`src/rtl/tanh_arb_sched.sv`:
```
// Round-robin scheduler sharing one combinational tanh unit among N_REQ requesters.
// Optional macro TANH_SCHED_SAT_BYPASS_EN: saturated inputs skip the unit and finish one cycle early.
module tanh_arb_sched #(
    parameter int N_REQ  = 4,
    parameter int DATA_W = 32,
    parameter int ID_W   = 2
) (
    input  logic                       clk,
    input  logic                       rst_n,
    input  logic [N_REQ-1:0]           req_valid,
    input  logic [N_REQ*DATA_W-1:0]    req_z,
    output logic [N_REQ-1:0]           req_ready,
    output logic signed [DATA_W-1:0]   act_z,
    input  logic signed [DATA_W-1:0]   act_a,
    output logic                       res_valid,
    input  logic                       res_ready,
    output logic signed [DATA_W-1:0]   res_a,
    output logic [ID_W-1:0]            res_id,
    output logic                       busy
);

    typedef enum logic [1:0] {IDLE, EVAL, DONE} state_t;

    state_t                   state_q, state_d;
    logic [ID_W-1:0]          ptr_q, ptr_d;
    logic [ID_W-1:0]          id_q, id_d;
    logic signed [DATA_W-1:0] actz_q, actz_d;
    logic signed [DATA_W-1:0] resa_q, resa_d;
    logic [N_REQ-1:0]         ready_c;

    logic                     grant;
    logic [ID_W-1:0]          win;
    logic signed [DATA_W-1:0] win_z;

`ifdef TANH_SCHED_SAT_BYPASS_EN
    // Q8.24: 1.0 and the |z| >= 8.0 saturation threshold
    localparam logic signed [DATA_W-1:0] ONE_C = DATA_W'(1 << 24);
    localparam logic signed [DATA_W-1:0] SAT_C = DATA_W'(8 << 24);

    function automatic logic sat_hit(input logic signed [DATA_W-1:0] z);
        return (z >= SAT_C) || (z < -SAT_C);
    endfunction

    function automatic logic signed [DATA_W-1:0] sat_val(input logic signed [DATA_W-1:0] z);
        return (z >= SAT_C) ? ONE_C : -ONE_C;
    endfunction
`endif

    // First valid requester at or after ptr, wrapping at N_REQ.
    always_comb begin
        int              idx_i;
        logic [ID_W-1:0] idx_w;
        grant = 1'b0;
        win   = '0;
        win_z = '0;
        for (int k = 0; k < N_REQ; k++) begin
            idx_i = int'(ptr_q) + k;
            if (idx_i >= N_REQ) idx_i = idx_i - N_REQ;
            idx_w = ID_W'(idx_i);
            if (!grant && req_valid[idx_w]) begin
                grant = 1'b1;
                win   = idx_w;
            end
        end
        for (int k = 0; k < N_REQ; k++) begin
            if (ID_W'(k) == win) win_z = req_z[k*DATA_W +: DATA_W];
        end
    end

    always_comb begin
        state_d = state_q;
        ptr_d   = ptr_q;
        id_d    = id_q;
        actz_d  = actz_q;
        resa_d  = resa_q;
        ready_c = '0;
        case (state_q)
            IDLE: begin
                if (grant) begin
                    ready_c[win] = 1'b1;
                    ptr_d        = (int'(win) == N_REQ - 1) ? '0 : win + 1'b1;
                    id_d         = win;
`ifdef TANH_SCHED_SAT_BYPASS_EN
                    if (sat_hit(win_z)) begin
                        resa_d  = sat_val(win_z);
                        state_d = DONE;
                    end else begin
                        actz_d  = win_z;
                        state_d = EVAL;
                    end
`else
                    actz_d  = win_z;
                    state_d = EVAL;
`endif
                end
            end
            EVAL: begin
                resa_d  = act_a;
                state_d = DONE;
            end
            DONE: begin
                if (res_ready) state_d = IDLE;
            end
            default: state_d = IDLE;
        endcase
    end

    always_ff @(posedge clk or negedge rst_n) begin
        if (!rst_n) begin
            state_q <= IDLE;
            ptr_q   <= '0;
            id_q    <= '0;
            actz_q  <= '0;
            resa_q  <= '0;
        end else begin
            state_q <= state_d;
            ptr_q   <= ptr_d;
            id_q    <= id_d;
            actz_q  <= actz_d;
            resa_q  <= resa_d;
        end
    end

    // The grant strobe is combinational, so it is masked while reset is held.
    assign req_ready = rst_n ? ready_c : '0;
    assign act_z     = actz_q;
    assign res_a     = resa_q;
    assign res_id    = id_q;
    assign res_valid = (state_q == DONE);
    assign busy      = (state_q != IDLE);

endmodule

```
`config.mk`:
```
export PLATFORM = sky130hd
export DESIGN_NAME = tanh_arb_sched
export DESIGN_NICKNAME = d
export VERILOG_FILES = /design/src/rtl/tanh_arb_sched.sv
export SDC_FILE = /design/constraint.sdc
export NUM_CORES = 1
export LEC_CHECK = 0
export CAP_MARGIN = 10
export CORE_ASPECT_RATIO = 0.5
export CORE_MARGIN = 8
export CORE_UTILIZATION = 64
export DETAILED_ROUTE_END_ITERATION = 10
export DONT_BUFFER_PORTS = 1
export PLACE_DENSITY_LB_ADDON = 0.1
export SYNTH_ARGS = -nofsm -noshare
export SYNTH_HDL_FRONTEND = slang
export SYNTH_SLANG_ARGS = --single-unit
```
`constraint.sdc`:
```
create_clock -name clk -period 3.05 [get_ports clk]
set_input_delay 0.61 -clock clk [delete_from_list [all_inputs] [get_ports clk]]
set_output_delay 0.61 -clock clk [all_outputs]
set_load 0.005 [all_outputs]
```
==> results of run 1 <==
what timing repair did:
item / CTS / global route
gates resized for setup: 0 / 0
endpoints found under the hold margin: 70 / 0
hold buffers: 1 / 0
setup buffers: 0 / 0
logic make-up after synthesis:
family,count (synthesis),synth area share [%]
fa+ha+maj,4,1.29
buf+inv,76,7.88
compound gates,140,23.8
simple gates,85,12.5
flops,70,45.2
mux,32,9.30
placed cells by master, fill, tap and decap left out, types with 2 or more instances in the layout:
master / n
dfrtp_1: 70
a21oi_1: 66
inv_1: 35
nand3b_1: 33
a31oi_1: 33
nand2_1: 33
a221o_1: 32
mux2_2: 32
buf_4: 11
clkbuf_16: 9
and3_1: 6
nand2b_1: 3
o21ai_0: 3
nand3_1: 3
ha_2: 3
clkinvlp_4: 3
nor2_1: 2
a21boi_0: 2
a41o_1: 2
inv_6: 2
power by group:
group / internal (mW) / switching, mW
Combinational: 0.988 / 1.12
Clock: 0.638 / 0.399
Sequential: 1.43 / 0.440
Total: 3.06 / 1.95
metal layers:
layer / GRT usage (%) / vias to the layer above / wire, um
met2: 43.8 / 179 / 6060
met3: 11.2 / 27 / 1300
met1: 27.4 / 1582 / 4290
met5: 0 / - / 0
li1: - / 1447 / -
met4: 8.32 / 0 / 236
worst min-delay path by stage:
stage           from                     to
2_1_floorplan  rst_n   act_z[0]$_DFFE_PN0P_
3_3_place_gp   rst_n   act_z[0]$_DFFE_PN0P_
3_5_place_dp   rst_n   act_z[0]$_DFFE_PN0P_
4_1_cts        rst_n   act_z[0]$_DFFE_PN0P_
5_1_grt        rst_n  act_z[31]$_DFFE_PN0P_
6_report       rst_n  act_z[29]$_DFFE_PN0P_
cell type report:
class | instances | area, um2 | share of cell area, %
clock inverter | 6 | 70.1 | 1.66
clock buffer | 10 | 229 | 5.43
tap | 77 | 96.3 | 2.28
sequential | 70 | 1750 | 41.5
inverter | 35 | 131 | 3.11
timing repair buffer | 12 | 110 | 2.61
multi-input combinational | 261 | 1830 | 43.4
per-stage QoR:
stage               utilization [%]  hold WS (ns)  power [mW]  std cells  area (um2)
CTS                            70.8         0.174        5.04        471        4220
floorplan                         -         0.314        3.47        407        3880
detailed placement             65.3         0.316        3.97        454        3890
finish                         70.8         0.162        5.01        471        4220
global placement               65.3         0.316        3.83        454        3890
global route                   70.8         0.171        5.36        471        4220
critical path: cells and delay by family (launching register included):
family	cells	cell delay (ns)
AO/OA/AOI/OAI	1	0.36
flip-flops	1	0.41
adder cells (fa/ha/maj)	1	0.30
AND/OR/NAND/NOR	3	0.66
sequential cells by signal (all words and copies together) (netlist names):
register  cells
res_a        32
res_id        2
state_q       2
ptr_q         2
act_z        32
==> flow_summary_export.csv, run 1 <==
group,metric,value,unit
drt,vias_per_cell,6.87,
drt,dr.pass1.iters,5,
sta,fin_ws,0.373,ns
synthesis,ys_warn_count,0,
die,dieArea,0.00895,mm2
critical_path,cp_slowest_cell,"dfrtp_1",
critical_path,worst-r2r-cell-count,8,
clocking,clockBufferDepth,2,
sta,relSlewSlack,72.4,%
pwr,power_density,1190,mW/mm2
sta,setup_viol,0,
sta,drv_slew,0,
sta,finalSetupTns,0,ns
synthesis,yosys.area.top_type,"dfrtp_1",
synthesis,ys_ff_latch,70,
hold_path,hp-class,"in2async",
grt,grt.overflow.total,0,
synthesis,yosysMostFrequentCell,"dfrtp_1",
sta,min_period_over_period,87.8,%
clocking,clock_latency,0.33,ns
outcome,status,"finished clean",
clocking,cts_tree,"done",
critical_path,critPathMaxStageDelay,0.41,ns
die,die_x,126,um
grt,grt_pass1_wl,17.9,mm
synthesis,seq_area_frac_synth,45.2,%
die,die_h,71.0,um
critical_path,reg2reg_setup_slack,0.51,ns
die,core_area,0.00596,mm2
finish,nets,560,
finish,n_antenna_cell,0,
clocking,cts_made_buffers,9,
grt,grt_max_degree,71,
synthesis,synth_ff_type,"dfrtp_1",
sta,grt_setup_unrepaired,"false",
drt,drc,0,
synthesis,ys_top_cells_by_count,"70 x dfrtp_1, 66 x a21oi_1, 35 x inv_1",
clocking,path_clk_slew,0.06,ns
grt,grt_pass1_vias,3292,
finish,areaGrowthSynthToFinish,8.81,%
place,dp_slack,0.497,ns
pwr,power_leakage,1.76,nW
critical_path,worstPathCellList,"nor2b_1 -> o21ai_0 -> and3_1 -> ha_2 -> and3_1",
critical_path,critPathLaunchType,"register",
grt,antenna_found_initial,0,
die,std_cell_rows,20,
synthesis,ys_types,26,
sta,finalHoldViolations,0,
critical_path,critPathKind,"reg2out",
clocking,root_buffer,"clkbuf_16",
run,drv_cap,0,
sta,final.min_clock_period,2.68,ns
critical_path,critPathMostFrequentCell,"and3_1",
sta,worst_pin_slew,0.410,ns
drt,ant_nets,0,
critical_path,cp_data_required_time,2.44,ns
die,io_pins,239,
synthesis,synthCells,407,
sta,fin_worst_skew,0.00385,ns
critical_path,crit_start,"ptr_q[1]$_DFFE_PN0P_",
pwr,peakVddDrop,421,uV
synthesis,syn_area_per_cell,9.52,um2
synthesis,syn_nets,578,
clocking,h-tree-depth,3,
synthesis,async_flop_share,100,%
synthesis,synth_edf_count,0,
place,dp_hpwl,8.69,mm
critical_path,arrival,2.07,ns
synthesis,synth_area_leaders,"dfrtp_1 45%, mux2_2 9.3%, a21oi_1 8.5%",
place,gp_congestion,0.833,
synthesis,yosysTopAreaCellShare,45.2,%
finish,layout-drive-gt1-share,16.2,%
drt,avgRoutedWirePerCell,25.2,um
place,numPortBuffers,0,
critical_path,cp-end-kind,"output pin",
drt,drt_iter0_drc,238,
die,start_util,65.1,%
clocking,cts.sinks,70,
critical_path,r2r_end,"act_z[26]$_DFFE_PN0P_",
grt,grt.total_usage,25.3,%
drt,vias,3235,
synthesis,post_synth_instance_area,0.00388,mm2
drt,totalWireLength,11.9,mm
critical_path,crit-reg2reg-launch,"ptr_q[1]$_DFFE_PN0P_",
finish,nFillCells,477,
critical_path,critical_path.max_fanout,8,
sta,clock.fmax,0.374,GHz
critical_path,crit_end,"req_ready[1]",
(Power assumes the default switching activity.)
==> run 2: changes to the inputs <==
--- a/config.mk
+++ b/config.mk
@@ -6,7 +6,7 @@
 export NUM_CORES = 1
 export LEC_CHECK = 0
 export CAP_MARGIN = 10
-export CORE_ASPECT_RATIO = 0.5
+export CORE_ASPECT_RATIO = 2
 export CORE_MARGIN = 8
 export CORE_UTILIZATION = 64
 export DETAILED_ROUTE_END_ITERATION = 10
==> flow_summary_export.csv, run 2 (synthesized netlist as in run 1, its figures left out) <==
group,metric,value,unit
sta,finalSetupTns,0,ns
drt,drt_iter0_drc,158,
grt,grt_pass1_vias,3355,
critical_path,critPathLaunchType,"register",
critical_path,cp_num_buf_inv,0,
clocking,clockBufferDepth,2,
grt,gr-usage-met1,26.5,%
drt,ant_nets,0,
critical_path,crit-reg2reg-launch,"ptr_q[1]$_DFFE_PN0P_",
finish,final_cell_mix,"70 x dfrtp_1, 66 x a21oi_1, 35 x inv_1",
critical_path,cp_slowest_cell,"dfrtp_1",
pwr,power_density,1200,mW/mm2
pwr,power_frac_comb,41.8,%
critical_path,arrival,2.16,ns
grt,grt.busiest_layer,"met2",
sta,worst_pin_slew,0.451,ns
pwr,peakVddDrop,807,uV
hold_path,hp-class,"in2async",
pwr,power_leakage,1.79,nW
sta,grt_setup_unrepaired,"false",
critical_path,worst-r2r-cell-count,8,
sta,setup_viol,0,
die,die_x,71.0,um
die,io_pins,239,
finish,nFillCells,450,
clocking,root_buffer,"clkbuf_16",
clocking,h-tree-depth,3,
finish,instances_no_fill,457,
clocking,cts.sinks,70,
grt,grt_max_degree,71,
critical_path,worstPathCellList,"nor2b_1 -> o21ai_0 -> and3_1 -> ha_2 -> and3_1",
critical_path,critPathMaxStageDelay,0.40,ns
finish,nets,560,
pwr,p_sw,1.89,mW
pwr,switching_share,37.2,%
critical_path,critPathMostFrequentCell,"and3_1",
pwr,clkPwrFrac,21.3,%
finish,n_antenna_cell,0,
grt,grt_use_met2,42.7,%
clocking,ctsResizeCount,0,
critical_path,critPathKind,"reg2out",
sta,relSlewSlack,69.9,%
place,dp_hpwl,8.92,mm
clocking,clock_latency,0.32,ns
grt,grtUsageMet3,9.46,%
sta,clock.fmax,0.361,GHz
critical_path,cp_data_required_time,2.44,ns
critical_path,cp-end-kind,"output pin",
sta,min_period_over_period,90.7,%
place,numPortBuffers,0,
outcome,status,"finished clean",
clocking,cts_setup_buffers,0,
critical_path,reg2reg_setup_slack,0.49,ns
sta,drv_slew,0,
pwr,p_int,3.19,mW
drt,avgRoutedWirePerCell,25.5,um
die,die_h,126,um
grt,grt_pass1_wl,17.9,mm
sta,final.min_clock_period,2.77,ns
run,drv_cap,0,
critical_path,critPathTopFamily,"simple AND/OR/NAND/NOR gates",
drt,totalWireLength,11.7,mm
sta,finalHoldViolations,0,
pwr,p_total,5.08,mW
sta,timing.hold.ws,0.166,ns
drt,vias_per_cell,7.05,
finish,areaGrowthSynthToFinish,9.59,%
place,dp_cells,440,
critical_path,r2r_end,"act_z[18]$_DFFE_PN0P_",
die,start_util,65.1,%
drt,drc,0,
grt,grt.total_usage,25.5,%
clocking,cts_made_buffers,9,
clocking,path_clk_slew,0.05,ns
finish,layout_commonest_cell,"dfrtp_1",
critical_path,critical_path.max_fanout,19,
die,core_area,0.00596,mm2
grt,antenna_found_initial,0,
place,gp_congestion,0.807,
clocking,cts_tree,"done",
finish,layout-drive-gt1-share,16.0,%
pwr,pwr-share-seq,36.9,%
drt,vias,3224,
sta,fin_worst_skew,0.00380,ns
drt,dr.pass1.iters,4,
grt,grt.overflow.total,0,
die,dieArea,0.00895,mm2
die,std_cell_rows,40,
==> run 2: cell count changes in the layout (fill, tap and decap cells not counted), moves of 2 or more <==
cell        change
buf_12          +2
clkinvlp_4      -3
inv_6           -2
buf_4           -2
clkinv_2        +2
==> run 2: stage by stage <==
| step | worst slack [ns] | area, um2 | utilization, % |
|---|---|---|---|
| global placement | 0.467 | 3900 | 65.5 |
| finish | 0.283 | 4250 | 71.3 |
| global route | 0.0532 | 4250 | 71.3 |
| CTS | 0.277 | 4250 | 71.3 |
| detailed placement | 0.366 | 3900 | 65.5 |
| floorplan | 0.397 | 3880 | - |
==> run 2: layout make-up <==
cell class | count | area (um2) | share of cell area, %
well taps | 63 | 78.8 | 1.86
clock inverters | 4 | 70.1 | 1.65
flip-flops and latches | 70 | 1750 | 41.2
clock buffers | 12 | 246 | 5.80
inverters | 35 | 131 | 3.09
repair buffers | 12 | 135 | 3.18
multi-input cells | 261 | 1830 | 43.2
==> run 2: repair_timing <==
action                                  4_1_cts  5_1_grt
endpoints found under the setup margin        0        0
endpoints found under the hold margin        70        0
hold buffers                                  1        0
==> run 2: routing by layer <==
layer,up-vias,part of all wire [%]
met5,-,0
met4,0,3.6
met3,30,10
met2,191,52
li1,1448,-
met1,1555,34
==> run 2: how the worst max path moves through the flow <==
stage,from,end,slack [ns],cells past startpoint
after floorplan,req_valid[3],req_ready[3],0.40,7
after global placement,req_valid[3],act_z[20]$_DFFE_PN0P_,0.47,8
after detailed placement,req_valid[1],act_z[6]$_DFFE_PN0P_,0.37,8
after CTS,ptr_q[1]$_DFFE_PN0P_,req_ready[1],0.28,5
after global routing,ptr_q[1]$_DFFE_PN0P_,req_ready[1],0.05,5
final,ptr_q[1]$_DFFE_PN0P_,req_ready[1],0.28,5
==> run 2: power groups by stage <==
stage                     Combinational [mW]  Clock, mW  Sequential [mW]
after detailed placement                2.11          0             1.90
after global placement                  2.02          0             1.88
after global routing                    2.36       1.15             1.93
after floorplan                         1.76          0             1.71
after CTS                               2.14       1.10             1.89
final                                   2.12       1.08             1.88
==> run 3: changes to the inputs <==
--- a/config.mk
+++ b/config.mk
@@ -6,12 +6,11 @@
 export NUM_CORES = 1
 export LEC_CHECK = 0
 export CAP_MARGIN = 10
-export CORE_ASPECT_RATIO = 2
 export CORE_MARGIN = 8
 export CORE_UTILIZATION = 64
 export DETAILED_ROUTE_END_ITERATION = 10
 export DONT_BUFFER_PORTS = 1
-export PLACE_DENSITY_LB_ADDON = 0.1
+export PLACE_DENSITY = 0.83
 export SYNTH_ARGS = -nofsm -noshare
 export SYNTH_HDL_FRONTEND = slang
 export SYNTH_SLANG_ARGS = --single-unit
==> flow_summary_export.csv, run 3 (synthesized netlist as in run 1, its figures left out) <==
group,metric,value,unit
die,dieArea,0.00880,mm2
sta,final.min_clock_period,2.77,ns
drt,ant_nets,0,
pwr,power_density,1150,mW/mm2
clocking,clock_latency,0.33,ns
finish,multi_input_area,0.00183,mm2
critical_path,critPathMostFrequentCell,"and3_1",
sta,timing.hold.ws,0.150,ns
drt,totalWireLength,12.2,mm
pwr,power_leakage,1.75,nW
grt,grt_pass1_vias,3212,
die,die_h,93.8,um
clocking,ctsResizeCount,0,
place,dp_slack,0.432,ns
die,die_x,93.8,um
clocking,cts_made_buffers,9,
drt,dr.pass1.iters,4,
sta,worst_pin_slew,0.425,ns
clocking,h-tree-depth,3,
finish,n_antenna_cell,0,
place,dp_hpwl,9.21,mm
pwr,p_total,4.78,mW
sta,min_period_over_period,90.7,%
critical_path,critPathMaxStageDelay,0.43,ns
critical_path,critical_path.max_fanout,19,
grt,grt.overflow.total,0,
critical_path,cp-end-kind,"output pin",
critical_path,arrival,2.16,ns
die,start_util,65.9,%
finish,layout-drive-gt1-share,16.9,%
pwr,peakVddDrop,888,uV
grt,antenna_found_initial,0,
sta,grt_setup_unrepaired,"false",
grt,grt.total_usage,26.2,%
grt,grt_max_degree,71,
drt,drc,0,
sta,relSlewSlack,71.7,%
outcome,status,"finished clean",
die,io_pins,239,
finish,final_cell_mix,"70 x dfrtp_1, 66 x a21oi_1, 35 x inv_1",
critical_path,cp_data_required_time,2.44,ns
finish,regArea,0.00175,mm2
critical_path,critPathKind,"reg2out",
sta,setup_viol,0,
place,gp_congestion,0.788,
finish,layout_commonest_cell,"dfrtp_1",
hold_path,hp-class,"in2async",
sta,finalHoldViolations,0,
run,drv_cap,0,
drt,vias,3255,
drt,drt_iter0_drc,209,
sta,clock.fmax,0.361,GHz
die,core_area,0.00589,mm2
sta,finalSetupTns,0,ns
die,std_cell_rows,28,
clocking,path_clk_slew,0.08,ns
clocking,cts.sinks,70,
finish,nFillCells,465,
critical_path,reg2reg_setup_slack,0.49,ns
critical_path,cp_slowest_cell,"dfrtp_1",
critical_path,critPathLaunchType,"register",
grt,grt_pass1_wl,18.1,mm
finish,nets,562,
finish,areaGrowthSynthToFinish,7.33,%
clocking,root_buffer,"clkbuf_8",
clocking,clockBufferDepth,2,
sta,drv_slew,0,
sta,fin_worst_skew,0.00936,ns
critical_path,worstPathCellList,"nor2b_1 -> o21ai_0 -> and3_1 -> ha_2 -> and3_1",
clocking,cts_tree,"done",
drt,avgRoutedWirePerCell,25.9,um
sta,fin_ws,0.284,ns
place,numPortBuffers,0,
drt,vias_per_cell,6.91,
[run 3: cell types whose count changed in the layout (fill, tap and decap cells not counted), sizes merged]
| cell | before | now |
|---|---|---|
| clkbuf | 12 | 10 |
| clkinv | 2 | 4 |
| buf | 12 | 14 |
| clkinvlp | 0 | 1 |
| bufinv | 2 | 1 |
[run 3: final timing paths]
path                                       from                      to  cells after the start
max                        ptr_q[1]$_DFFE_PN0P_            req_ready[1]                      5
min                                       rst_n   act_z[26]$_DFFE_PN0P_                      1
max reg2reg                ptr_q[1]$_DFFE_PN0P_   act_z[22]$_DFFE_PN0P_                      8
min reg2reg                res_a[2]$_DFFE_PN0N_    res_a[2]$_DFFE_PN0N_                      1
max in group asynchronous                 rst_n   act_z[13]$_DFFE_PN0P_                      1
min in group clk                      res_ready  state_q[1]$_DFFE_PN0P_                      1
[run 3: layout make-up]
cell class / instances / share of cell area [%]
clock buffer: 10 / 3.31
clock inverter: 6 / 1.47
inverter: 35 / 3.16
multi-input combinational: 261 / 44.1
sequential: 70 / 42.1
tap: 75 / 2.26
timing repair buffer: 14 / 3.61
[run 3: report_power, final]
group	internal, mW	switching [mW]	leakage (nW)
clock network	0.397	0.343	0.102
logic	1.03	1.12	0.831
registers	1.43	0.451	0.813
total	2.86	1.92	1.75
[run 3: layer usage]
metal	share of wire, %	track usage [%]
met3	13	11.1
met1	35	29.1
met2	51	44.6
met4	1.3	7.53
met5	0	0
[run 3: repair_timing]
item,CTS,global route
hold endpoints to repair,70,0
hold buffers,1,0
buffers inserted,0,0
[run 3: through the flow]
stage / instances / instance area (um2) / util (%)
global placement: 454 / 3930 / 66.8
global route: 471 / 4160 / 70.7
detailed placement: 454 / 3930 / 66.8
floorplan: 407 / 3880 / -
CTS: 471 / 4160 / 70.7
finish: 471 / 4160 / 70.7
[run 3: critical path: cells and delay by family, from the launching register on]
| family | cells | cell delay, ns |
|---|---|---|
| adder cells (fa/ha/maj) | 1 | 0.39 |
| AND/OR/NAND/NOR | 3 | 0.67 |
| flip-flops | 1 | 0.43 |
| AO/OA/AOI/OAI | 1 | 0.34 |
